**config.mk**
```make
export PLATFORM = sky130hd
export DESIGN_NAME = hazard_fwd_unit_flat
export DESIGN_NICKNAME = d
export VERILOG_FILES = /design/src/rtl/hazard_pkg.sv /design/src/rtl/hazard_fwd_unit_if.sv /design/src/rtl/hazard_src_cmp.sv /design/src/rtl/hazard_fwd_unit.sv /design/src/flat_wrapper.sv
export SDC_FILE = /design/constraint.sdc
export NUM_CORES = 1
export LEC_CHECK = 0
export CAP_MARGIN = 25
export CORE_MARGIN = 2
export CORE_UTILIZATION = 30
export CTS_BUF_LIST = sky130_fd_sc_hd__clkbuf_4
export DETAILED_ROUTE_END_ITERATION = 12
export GPL_ROUTABILITY_DRIVEN = 1
export PLACE_DENSITY_LB_ADDON = 0.25
export SETUP_SLACK_MARGIN = 0.1
export SYNTH_ARGS = -nofsm -noshare
export SYNTH_HDL_FRONTEND = slang
export SYNTH_SLANG_ARGS = --single-unit
```
**constraint.sdc**
```tcl
create_clock -name clk -period 2.05 [get_ports clk]
set_input_delay 0.41 -clock clk [delete_from_list [all_inputs] [get_ports clk]]
set_output_delay 0.41 -clock clk [all_outputs]
set_load 0.1 [all_outputs]
```
**src/rtl/hazard_pkg.sv**
```systemverilog
// Shared types for the mMIPS hazard/forwarding controller: forward codes,
// control FSM states and the packed pipeline-control bundle.
package hazard_pkg;

  // EX operand source selected by the registered forward code
  typedef enum logic [1:0] {
    FWD_RF    = 2'b00,
    FWD_EXMEM = 2'b01,
    FWD_MEMWB = 2'b10
  } fwd_e;

  typedef enum logic [1:0] {
    StRun   = 2'b00,
    StFlush = 2'b01,
    StHold  = 2'b10
  } state_e;

  localparam int unsigned FLUSH_CNT_W = 3;

  // sll r0,r0,0 is what IF/ID and ID/EX load when flushed or bubbled
  localparam logic [31:0] NOP_INSTR = 32'h0000_0000;

  typedef struct packed {
    logic pc_write;
    logic ifid_write;
    logic ifid_flush;
    logic idex_bubble;
    logic pipe_en;
    logic imem_en;
  } ctl_t;

  localparam ctl_t CTL_IDLE  = 6'b000000;
  localparam ctl_t CTL_RESET = 6'b000100;
  localparam ctl_t CTL_RUN   = 6'b110011;
  localparam ctl_t CTL_STALL = 6'b000111;
  localparam ctl_t CTL_FLUSH = 6'b111111;

endpackage

```
**src/rtl/hazard_fwd_unit_if.sv**
```systemverilog
// Pipeline <-> hazard unit bundle. Signal prefixes are from the hazard unit's
// point of view: i_ = into the unit, o_ = driven by the unit.
interface hazard_fwd_unit_if #(
  parameter int unsigned REG_AW = 5,
  parameter int unsigned NUM_RD = 2,
  parameter int unsigned CNT_W  = 32
);
  logic                     i_enable;
  logic [NUM_RD*REG_AW-1:0] i_id_src_addr;
  logic [NUM_RD-1:0]        i_id_src_used;
  logic                     i_idex_regwr;
  logic                     i_idex_memrd;
  logic [REG_AW-1:0]        i_idex_wr_addr;
  logic                     i_exmem_regwr;
  logic [REG_AW-1:0]        i_exmem_wr_addr;
  logic                     i_ex_br_taken;
  logic                     i_dmem_wait;
  logic                     i_imem_wait;

  logic                     o_pc_write;
  logic                     o_ifid_write;
  logic                     o_ifid_flush;
  logic                     o_idex_bubble;
  logic                     o_pipe_en;
  logic                     o_imem_en;
  logic [NUM_RD*2-1:0]      o_fwd_sel;
  logic [CNT_W-1:0]         o_perf_loaduse;
  logic [CNT_W-1:0]         o_perf_flush;
  logic [CNT_W-1:0]         o_perf_memwait;

  modport master (
    output i_enable, i_id_src_addr, i_id_src_used, i_idex_regwr, i_idex_memrd,
           i_idex_wr_addr, i_exmem_regwr, i_exmem_wr_addr, i_ex_br_taken,
           i_dmem_wait, i_imem_wait,
    input  o_pc_write, o_ifid_write, o_ifid_flush, o_idex_bubble, o_pipe_en,
           o_imem_en, o_fwd_sel, o_perf_loaduse, o_perf_flush, o_perf_memwait
  );

  modport slave (
    input  i_enable, i_id_src_addr, i_id_src_used, i_idex_regwr, i_idex_memrd,
           i_idex_wr_addr, i_exmem_regwr, i_exmem_wr_addr, i_ex_br_taken,
           i_dmem_wait, i_imem_wait,
    output o_pc_write, o_ifid_write, o_ifid_flush, o_idex_bubble, o_pipe_en,
           o_imem_en, o_fwd_sel, o_perf_loaduse, o_perf_flush, o_perf_memwait
  );
endinterface

```
**src/rtl/hazard_src_cmp.sv**
```systemverilog
// Compares one ID source operand against the ID/EX and EX/MEM destinations and
// produces the match bits plus the forward code for that operand.
module hazard_src_cmp
  import hazard_pkg::*;
#(
  parameter int unsigned REG_AW = 5
) (
  input  logic [REG_AW-1:0] i_src_addr,
  input  logic              i_src_used,
  input  logic              i_idex_regwr,
  input  logic [REG_AW-1:0] i_idex_wr_addr,
  input  logic              i_exmem_regwr,
  input  logic [REG_AW-1:0] i_exmem_wr_addr,
  output logic              o_match_idex,
  output logic              o_match_exmem,
  output fwd_e              o_fwd
);

  logic w_src_live;

  // r0 is hardwired to zero, so it never depends on an older writer
  assign w_src_live    = i_src_used && (i_src_addr != '0);
  assign o_match_idex  = w_src_live && i_idex_regwr && (i_src_addr == i_idex_wr_addr);
  assign o_match_exmem = w_src_live && i_exmem_regwr && (i_src_addr == i_exmem_wr_addr);

  always_comb begin
    o_fwd = FWD_RF;
    if (o_match_idex) begin
      o_fwd = FWD_EXMEM;
    end else if (o_match_exmem) begin
      o_fwd = FWD_MEMWB;
    end
  end

endmodule

```
**src/rtl/hazard_fwd_unit.sv**
```systemverilog
// Hazard detection, operand forwarding, branch squash and memory-wait freeze for
// the 5-stage mMIPS pipeline. Optional counters: define HAZARD_PERF_CNT_EN.
module hazard_fwd_unit
  import hazard_pkg::*;
#(
  parameter int unsigned REG_AW     = 5,
  parameter int unsigned NUM_RD     = 2,
  parameter int unsigned BR_PENALTY = 1,
  parameter int unsigned CNT_W      = 32
) (
  input logic               clk,
  input logic               rst,
  hazard_fwd_unit_if.slave  io_hz
);

  logic [NUM_RD-1:0]      w_match_idex;
  logic [NUM_RD-1:0]      w_match_exmem;
  logic [NUM_RD*2-1:0]    w_fwd;
  logic                   w_loaduse;
  logic                   w_wait;
  logic                   w_flushing;
  state_e                 w_eff_state;
  state_e                 w_state_nxt;
  state_e                 w_ret_nxt;
  logic [FLUSH_CNT_W-1:0] w_cnt_nxt;
  ctl_t                   w_ctl;

  state_e                 r_state;
  state_e                 r_ret_state;
  logic [FLUSH_CNT_W-1:0] r_cnt;
  logic [NUM_RD*2-1:0]    r_fwd_sel;

  for (genvar g = 0; g < NUM_RD; g++) begin : g_cmp
    fwd_e w_code;
    hazard_src_cmp #(
      .REG_AW (REG_AW)
    ) u_cmp (
      .i_src_addr      (io_hz.i_id_src_addr[g*REG_AW +: REG_AW]),
      .i_src_used      (io_hz.i_id_src_used[g]),
      .i_idex_regwr    (io_hz.i_idex_regwr),
      .i_idex_wr_addr  (io_hz.i_idex_wr_addr),
      .i_exmem_regwr   (io_hz.i_exmem_regwr),
      .i_exmem_wr_addr (io_hz.i_exmem_wr_addr),
      .o_match_idex    (w_match_idex[g]),
      .o_match_exmem   (w_match_exmem[g]),
      .o_fwd           (w_code)
    );
    assign w_fwd[g*2 +: 2] = w_code;
  end

  assign w_loaduse   = io_hz.i_idex_memrd && (|w_match_idex);
  assign w_wait      = io_hz.i_dmem_wait || io_hz.i_imem_wait;
  // While held, the pipe behaves as the state it was frozen in
  assign w_eff_state = (r_state == StHold) ? r_ret_state : r_state;
  assign w_flushing  = (w_eff_state == StFlush) && (r_cnt != '0);

  always_comb begin
    w_ctl       = CTL_RUN;
    w_state_nxt = r_state;
    w_ret_nxt   = r_ret_state;
    w_cnt_nxt   = r_cnt;
    if (rst) begin
      w_ctl = CTL_RESET;
    end else if (!io_hz.i_enable) begin
      w_ctl             = CTL_IDLE;
      w_ctl.idex_bubble = w_loaduse;
    end else if (w_wait) begin
      w_ctl         = CTL_IDLE;
      w_ctl.imem_en = !io_hz.i_dmem_wait;
      w_state_nxt   = StHold;
      w_ret_nxt     = w_eff_state;
    end else if (io_hz.i_ex_br_taken) begin
      w_ctl       = CTL_FLUSH;
      w_state_nxt = StFlush;
      w_cnt_nxt   = FLUSH_CNT_W'(BR_PENALTY - 1);
    end else if (w_flushing) begin
      w_ctl       = CTL_FLUSH;
      w_state_nxt = StFlush;
      w_cnt_nxt   = r_cnt - 1'b1;
    end else begin
      w_state_nxt = StRun;
      if (w_loaduse) begin
        w_ctl = CTL_STALL;
      end
    end
  end

  always_ff @(posedge clk) begin
    if (rst) begin
      r_state     <= StRun;
      r_ret_state <= StRun;
      r_cnt       <= '0;
      r_fwd_sel   <= '0;
    end else begin
      r_state     <= w_state_nxt;
      r_ret_state <= w_ret_nxt;
      r_cnt       <= w_cnt_nxt;
      if (w_ctl.pipe_en) begin
        r_fwd_sel <= w_ctl.idex_bubble ? '0 : w_fwd;
      end
    end
  end

  assign io_hz.o_pc_write    = w_ctl.pc_write;
  assign io_hz.o_ifid_write  = w_ctl.ifid_write;
  assign io_hz.o_ifid_flush  = w_ctl.ifid_flush;
  assign io_hz.o_idex_bubble = w_ctl.idex_bubble;
  assign io_hz.o_pipe_en     = w_ctl.pipe_en;
  assign io_hz.o_imem_en     = w_ctl.imem_en;
  assign io_hz.o_fwd_sel     = r_fwd_sel;

`ifdef HAZARD_PERF_CNT_EN
  logic             w_evt_loaduse;
  logic             w_evt_flush;
  logic             w_evt_memwait;
  logic [CNT_W-1:0] r_perf_loaduse;
  logic [CNT_W-1:0] r_perf_flush;
  logic [CNT_W-1:0] r_perf_memwait;

  // CTL_STALL and ifid_flush only appear while enabled and not waiting
  assign w_evt_loaduse = (w_ctl == CTL_STALL);
  assign w_evt_flush   = w_ctl.ifid_flush;
  assign w_evt_memwait = !rst && io_hz.i_enable && w_wait;

  always_ff @(posedge clk) begin
    if (rst) begin
      r_perf_loaduse <= '0;
      r_perf_flush   <= '0;
      r_perf_memwait <= '0;
    end else begin
      if (w_evt_loaduse && (r_perf_loaduse != '1)) r_perf_loaduse <= r_perf_loaduse + 1'b1;
      if (w_evt_flush && (r_perf_flush != '1))     r_perf_flush   <= r_perf_flush + 1'b1;
      if (w_evt_memwait && (r_perf_memwait != '1)) r_perf_memwait <= r_perf_memwait + 1'b1;
    end
  end

  assign io_hz.o_perf_loaduse = r_perf_loaduse;
  assign io_hz.o_perf_flush   = r_perf_flush;
  assign io_hz.o_perf_memwait = r_perf_memwait;
`else
  assign io_hz.o_perf_loaduse = {CNT_W{1'b0}};
  assign io_hz.o_perf_flush   = {CNT_W{1'b0}};
  assign io_hz.o_perf_memwait = {CNT_W{1'b0}};
`endif

endmodule

```
**src/flat_wrapper.sv**
```systemverilog
// flat-port wrapper written by rule: the top's interface ports become plain ports
module hazard_fwd_unit_flat import hazard_pkg::*;
#(
  parameter int unsigned REG_AW     = 5,
  parameter int unsigned NUM_RD     = 2,
  parameter int unsigned BR_PENALTY = 1,
  parameter int unsigned CNT_W      = 32
)
  (clk, rst, io_hz_i_enable, io_hz_i_id_src_addr, io_hz_i_id_src_used, io_hz_i_idex_regwr, io_hz_i_idex_memrd, io_hz_i_idex_wr_addr, io_hz_i_exmem_regwr, io_hz_i_exmem_wr_addr, io_hz_i_ex_br_taken, io_hz_i_dmem_wait, io_hz_i_imem_wait, io_hz_o_pc_write, io_hz_o_ifid_write, io_hz_o_ifid_flush, io_hz_o_idex_bubble, io_hz_o_pipe_en, io_hz_o_imem_en, io_hz_o_fwd_sel, io_hz_o_perf_loaduse, io_hz_o_perf_flush, io_hz_o_perf_memwait);
  hazard_fwd_unit_if #(.REG_AW(REG_AW), .NUM_RD(NUM_RD), .CNT_W(CNT_W)) io_hz_i ();
  input logic clk;
  input logic rst;
  input wire logic [$bits(io_hz_i.i_enable)-1:0] io_hz_i_enable;
  input wire logic [$bits(io_hz_i.i_id_src_addr)-1:0] io_hz_i_id_src_addr;
  input wire logic [$bits(io_hz_i.i_id_src_used)-1:0] io_hz_i_id_src_used;
  input wire logic [$bits(io_hz_i.i_idex_regwr)-1:0] io_hz_i_idex_regwr;
  input wire logic [$bits(io_hz_i.i_idex_memrd)-1:0] io_hz_i_idex_memrd;
  input wire logic [$bits(io_hz_i.i_idex_wr_addr)-1:0] io_hz_i_idex_wr_addr;
  input wire logic [$bits(io_hz_i.i_exmem_regwr)-1:0] io_hz_i_exmem_regwr;
  input wire logic [$bits(io_hz_i.i_exmem_wr_addr)-1:0] io_hz_i_exmem_wr_addr;
  input wire logic [$bits(io_hz_i.i_ex_br_taken)-1:0] io_hz_i_ex_br_taken;
  input wire logic [$bits(io_hz_i.i_dmem_wait)-1:0] io_hz_i_dmem_wait;
  input wire logic [$bits(io_hz_i.i_imem_wait)-1:0] io_hz_i_imem_wait;
  output wire logic [$bits(io_hz_i.o_pc_write)-1:0] io_hz_o_pc_write;
  output wire logic [$bits(io_hz_i.o_ifid_write)-1:0] io_hz_o_ifid_write;
  output wire logic [$bits(io_hz_i.o_ifid_flush)-1:0] io_hz_o_ifid_flush;
  output wire logic [$bits(io_hz_i.o_idex_bubble)-1:0] io_hz_o_idex_bubble;
  output wire logic [$bits(io_hz_i.o_pipe_en)-1:0] io_hz_o_pipe_en;
  output wire logic [$bits(io_hz_i.o_imem_en)-1:0] io_hz_o_imem_en;
  output wire logic [$bits(io_hz_i.o_fwd_sel)-1:0] io_hz_o_fwd_sel;
  output wire logic [$bits(io_hz_i.o_perf_loaduse)-1:0] io_hz_o_perf_loaduse;
  output wire logic [$bits(io_hz_i.o_perf_flush)-1:0] io_hz_o_perf_flush;
  output wire logic [$bits(io_hz_i.o_perf_memwait)-1:0] io_hz_o_perf_memwait;
  assign io_hz_i.i_enable = io_hz_i_enable;
  assign io_hz_i.i_id_src_addr = io_hz_i_id_src_addr;
  assign io_hz_i.i_id_src_used = io_hz_i_id_src_used;
  assign io_hz_i.i_idex_regwr = io_hz_i_idex_regwr;
  assign io_hz_i.i_idex_memrd = io_hz_i_idex_memrd;
  assign io_hz_i.i_idex_wr_addr = io_hz_i_idex_wr_addr;
  assign io_hz_i.i_exmem_regwr = io_hz_i_exmem_regwr;
  assign io_hz_i.i_exmem_wr_addr = io_hz_i_exmem_wr_addr;
  assign io_hz_i.i_ex_br_taken = io_hz_i_ex_br_taken;
  assign io_hz_i.i_dmem_wait = io_hz_i_dmem_wait;
  assign io_hz_i.i_imem_wait = io_hz_i_imem_wait;
  assign io_hz_o_pc_write = io_hz_i.o_pc_write;
  assign io_hz_o_ifid_write = io_hz_i.o_ifid_write;
  assign io_hz_o_ifid_flush = io_hz_i.o_ifid_flush;
  assign io_hz_o_idex_bubble = io_hz_i.o_idex_bubble;
  assign io_hz_o_pipe_en = io_hz_i.o_pipe_en;
  assign io_hz_o_imem_en = io_hz_i.o_imem_en;
  assign io_hz_o_fwd_sel = io_hz_i.o_fwd_sel;
  assign io_hz_o_perf_loaduse = io_hz_i.o_perf_loaduse;
  assign io_hz_o_perf_flush = io_hz_i.o_perf_flush;
  assign io_hz_o_perf_memwait = io_hz_i.o_perf_memwait;
  hazard_fwd_unit #(.REG_AW(REG_AW), .NUM_RD(NUM_RD), .BR_PENALTY(BR_PENALTY), .CNT_W(CNT_W)) u_core (.clk(clk), .rst(rst), .io_hz(io_hz_i));
endmodule
```
==> impl_metrics.ini, run 1 <==
[cells_and_area]
design_area_um2 = 2310
final_cell_mix = conb_1, buf_4, xnor2_1, buf_6, nand2_1
final-seq-area_um2 = 223
drive_gt1_share_pct = 35.6
final_common_cell = conb_1
multiInputGateArea_um2 = 1130
final_cells = 365
n_fill_cell = 533
syn_to_final_growth_pct = 47.1
layout.nets = 329
diodes = 0

[drt]
via_count = 1329
viasPerCell = 3.64
drt_iter0_markers = 20
drt-total-wl_um = 3580
antenna_left = 0
drtPass1Iterations = 4
drcViolationCount = 0
routedWlPerCell_um = 9.80

[timing]
setup_violations = 4
finalCritPeriodShare_pct = 120
rsz0062_at_grt = yes
setup_slack_ps = -410
hold_viol_final = 0
min_period_ps = 2460
maxSlewViolCount = 0
skew_ps = 8.13
timing.fmax_mhz = 406
timing_worst_slew_pin_value_ps = 579
maxSlewHeadroom_pct = 61.1
fin_setup_tns_ps = -1190

[clock_tree]
cts_tree = built
cts_buffer_depth = 2
clk_pin_slew_ps = 70
clk_latency_ps = 280
cts_hold_buf = 0
ctsRootBufferMaster = clkbuf_4
cts_buffers = 3
clock-sinks = 11
htreeDepth = 1

[yosys]
synthesis.area_um2 = 1570
ys_warn_count = 0
yosys.area.top_type_share_pct = 46.3
syn-mean-instance-area_um2 = 7.74
synth.ff_latch_count = 11
ys_types = 31
yosysTopAreaCell = buf_4
yosys_most_used_dff = dfxtp_1
postSynth.asyncResetShare_pct = 0
yosys-top-cells-area = buf_4, dfxtp_1, xnor2_1, nand2_1, nor2_1
synth-edff-count = 0
seq_area_frac_synth_pct = 14.0
syn_inst = 203

[setup_path]
crit_buf_inv = 2
crit_slowest_cell = or4_4
path_cells = buf_6 -> or4_4 -> o21ai_2 -> or4_4 -> nand2_4 -> a311oi_4 -> buf_12
worst_ep_required_time_ps = 1640
worst-path-max-fanout = 3
critPathKind = in -> out
critPathLaunchType = primary input
endpoint_kind = output pin
critPathTopFamily = simple AND/OR/NAND/NOR gates
cp_slowest_stage_delay_ps = 530
cp_common_cell = or4_4
crit_arrival_ps = 2050

[place]
dp_cells = 337
hpwl_um = 2740
place_area_um2 = 2000
place_congestion = 0.783
preCtsSetupSlack_ps = -727
io_buffers = 40

[floorplan]
core-area_um2 = 5070
die_x_um = 76.4
die_h_um = 76.4
start_util_pct = 31.0
die-area_um2 = 5830
num_rows = 26
pin_count = 137

[grt]
grt_overflow = 0
grt_max_degree = 9
track_usage_pct = 11.0
grt_pass1_vias = 1192
antenna_found_initial = 0
grt_pass1_wl_um = 5200

[power]
ir_drop_mv = 0.320
totalPowerFinal_w = 0.00146
p_leak_nw = 1.14
power_per_cell_area_nw_per_um2 = 631

[run]
cap_violations = 0

[status]
violations = negative setup slack
outcome = finished with violations

[hold_path]
min_path_type = reg -> reg
report_power, final:
group	internal (W)	switching, W	leakage [nW]
Sequential	0.000217	0.00000350	0.0900
Combinational	0.000180	0.000902	1.03
Clock	0.0000724	0.0000829	0.0177
routing by layer:
metal	share of wire, %	GRT usage, %	vias up
li1	-	-	658
met4	2.4	5.09	0
met1	38	13.3	587
met3	7.9	2.01	9
met2	52	18.7	75
met5	0	0	-
kinds of logic after synthesis:
logic type | share of synthesized area (%)
and+or+nand+nor | 15.7
AOI/OAI and AO/OA | 8.76
adders and majority gates | 1.59
DFF | 14.0
xor gates and xnor gates | 11.1
muxes | 1.27
other | 0.239
buffers and inverters | 47.3
final cells by class:
| type | count | area share (%) |
|---|---|---|
| sequential | 11 | 9.63 |
| multi-input combinational | 186 | 48.7 |
| tap | 70 | 3.79 |
| clock inverter | 1 | 0.216 |
| clock buffer | 3 | 0.974 |
| inverter | 2 | 0.325 |
| timing repair buffer | 92 | 36.4 |
state kept, by name, summed over array words and instances (netlist names):
signal / flops
u_core.io_hz.o_fwd_sel: 4
u_core.r_cnt: 3
u_core.r_state: 2
u_core.r_ret_state: 2
cell usage after synthesis, types with 2 or more instances:
cell,count
nand3_1,3
inv_1,2
nor4_1,2
nor2_1,12
clkbuf_1,2
ha_1,2
or4_1,2
o21a_1,2
dfxtp_1,11
o21ai_2,2
a21oi_1,6
xnor2_1,16
nand2b_1,2
o21ai_0,3
buf_4,97
nor3_1,2
xor2_1,4
mux2i_1,2
nand2_1,13
o31ai_1,4
or4_4,2
nand4bb_1,3
final timing paths:
| kind | from | end | slack (ps) | cells past startpoint |
|---|---|---|---|---|
| worst max-delay path | io_hz_i_id_src_addr[6] | io_hz_o_ifid_write | -410 | 7 |
| worst min-delay path | u_core.io_hz.o_fwd_sel[0] | u_core.io_hz.o_fwd_sel[0] | 460 | 2 |
| worst max register to register | u_core.r_state[0] | u_core.r_cnt[2] | 280 | 6 |
| worst min register to register | u_core.io_hz.o_fwd_sel[0] | u_core.io_hz.o_fwd_sel[0] | 460 | 2 |
worst reg2reg max path, delay by kind of cell (launching register included):
kind            cells  cell delay [ps]
flops               1              350
simple gates        2              760
buf+inv             1              160
compound gates      3              430
metrics by stage:
stage / util, % / hold WS, ps
global placement: 39.3 / 443
floorplan: - / 454
detailed placement: 39.3 / 450
global route: 45.6 / 509
finish: 45.6 / 457
CTS: 43.6 / 461
repair_timing:
action / in CTS / in global routing
buffers inserted: 25 / 7
endpoints found under the setup margin: 8 / 6
pin swaps: 20 / 14
resized for setup: 78 / 15
No activity file was read; power rests on OpenSTA's default activity.
==> run 2, diff against run 1 <==
- DONT_BUFFER_PORTS: unset -> 1
- PLACE_DENSITY_LB_ADDON: 0.25 -> unset
==> run 2 against run 1 <==
Non-clock buffer count down 67. Global-route usage down 1.9 points. Register-to-register slack improved by 40 ps. Maximum frequency increased by 9.5%. Worst setup slack gained 210 ps. Sequential power about the same. Clock power increased by 3%. Highest routed layer unchanged. Final cell count down 18%. The run still ends with negative setup slack left. First-iteration DRC count rose to 2.6 times the previous value. Design area decreased by 27%.
==> impl_metrics.ini, run 2 (synthesis gave the netlist of run 1 again) <==
[grt]
grt_overflow = 0
antenna_found_initial = 0
grt_pass1_vias = 945
track_usage_pct = 9.08
grt_pass1_wl_um = 4280
grt_max_degree = 15

[drt]
drt_iter0_markers = 51
routedWlPerCell_um = 9.47
viasPerCell = 3.64
drcViolationCount = 0
drt-total-wl_um = 2820
via_count = 1086
antenna_left = 0
drtPass1Iterations = 4

[timing]
fin_hold_ws_ps = 205
setup_slack_ps = -196
timing.fmax_mhz = 445
skew_ps = 2.79
min_period_ps = 2250
rsz0062_at_grt = yes
finalCritPeriodShare_pct = 110
hold_viol_final = 0
setup_violations = 3
maxSlewViolCount = 0

[power]
p_sw_w = 0.000916
p_leak_nw = 0.782
power_per_cell_area_nw_per_um2 = 772
power_frac_seq_pct = 17.1
ir_drop_mv = 0.295
pwr-share-comb_pct = 70.7
pwr-share-clk_pct = 12.3
switching_share_pct = 70.4
power.internal_w = 0.000385

[cells_and_area]
diodes = 0
final_common_cell = conb_1
final-seq-area_um2 = 224
n_fill_cell = 554
syn_to_final_growth_pct = 7.25
drive_gt1_share_pct = 23.7
design_area_um2 = 1690
layout.nets = 262
largest_register_ff_count = 4
multiInputGateArea_um2 = 1080
fin_util_pct = 33.2
final_cell_mix = conb_1, buf_4, xnor2_1

[setup_path]
crit_arrival_ps = 1840
worst-path-max-fanout = 3
reg2reg_slack_ps = 320
critPathKind = in -> out
critPathLaunchType = primary input
reg2regPathDepth = 8
cp_slowest_stage_delay_ps = 540
path_cells = or4_4 -> o21ai_4 -> or4_4 -> a21oi_2 -> or3b_4
worst_ep_required_time_ps = 1640
endpoint_kind = output pin
r2r-end = u_core.r_cnt[2]
crit_slowest_cell = or4_4
cp_common_cell = or4_4
worst_r2r_startpoint = u_core.r_cnt[1]

[floorplan]
num_rows = 26
core-area_um2 = 5070
start_util_pct = 31.0
pin_count = 137
die_x_um = 76.4
die_h_um = 76.4
die-area_um2 = 5830

[clock_tree]
clk_latency_ps = 260
cts_buffer_depth = 2
cts_buffers = 3
cts_tree = built
ctsRootBufferMaster = clkbuf_4
clock-sinks = 11
htreeDepth = 1
clk_pin_slew_ps = 70

[hold_path]
min_path_type = in -> reg
holdPathStages = 1
hold_path_end = u_core.r_cnt[1]
worst_hold_startpoint = rst

[place]
place_area_um2 = 1540
place_congestion = 0.845
preCtsSetupSlack_ps = -271
io_buffers = 0
hpwl_um = 2450

[status]
violations = negative setup slack
outcome = finished with violations

[run]
cap_violations = 0
run 2: power by group through the flow:
stage	combinational, W	sequential [W]	clock [W]
after global routing	0.000940	0.000222	0.000186
after floorplan	0.00101	0.000225	0
final	0.000919	0.000222	0.000159
after detailed placement	0.000903	0.000225	0
after CTS	0.000913	0.000221	0.000170
after global placement	0.000902	0.000225	0
run 2: per-stage QoR:
step	setup TNS (ps)	power (W)	std cells
detailed placement	-755	0.00113	288
floorplan	-1840	0.00124	298
CTS	-632	0.00130	297
finish	-584	0.00130	298
global placement	-723	0.00113	288
global route	-780	0.00135	298
run 2: layout make-up:
| type | count | share of cell area [%] |
|---|---|---|
| multi-input combinational | 186 | 64.3 |
| tap | 70 | 5.20 |
| clock buffer | 4 | 1.78 |
| inverter | 2 | 0.445 |
| timing repair buffer | 25 | 15.0 |
| sequential | 11 | 13.3 |
run 2: how the worst max path moves through the flow:
| stage | to | startpoint | slack [ps] | cells after the start |
|---|---|---|---|---|
| detailed placement | io_hz_o_ifid_write | io_hz_i_id_src_addr[6] | -270 | 6 |
| global route | io_hz_o_idex_bubble | io_hz_i_id_src_addr[9] | -250 | 5 |
| finish | io_hz_o_idex_bubble | io_hz_i_id_src_addr[6] | -200 | 5 |
| global placement | io_hz_o_ifid_write | io_hz_i_id_src_addr[1] | -260 | 6 |
| floorplan | io_hz_o_pc_write | io_hz_i_id_src_addr[1] | -870 | 6 |
| CTS | io_hz_o_idex_bubble | io_hz_i_id_src_addr[6] | -220 | 5 |
run 2: repair_timing:
| action | CTS | global route |
|---|---|---|
| setup endpoints to repair | 4 | 4 |
| hold buffers | 0 | 0 |
| gates resized for setup | 13 | 4 |
| pin swaps | 7 | 4 |
| buffers inserted | 5 | 1 |
run 2: routing by layer:
metal | vias to the layer above | wire [um] | global-route usage [%]
li1 | 525 | - | -
met1 | 495 | 995 | 9.53
met2 | 64 | 1480 | 16.5
met3 | 2 | 328 | 4.15
met4 | 0 | 17 | 2.18
met5 | - | 0 | 0
run 2: worst max-delay path, delay by kind of cell:
kind / cells / cell delay (ps)
AND/OR/NAND/NOR: 3 / 1220
AO/OA/AOI/OAI: 2 / 200
==> run 3, diff against run 2 <==
- GPL_ROUTABILITY_DRIVEN: 1 -> 0
==> results of run 3 <==
Same layout as run 2: the final DEF is identical, and so are final timing and power.
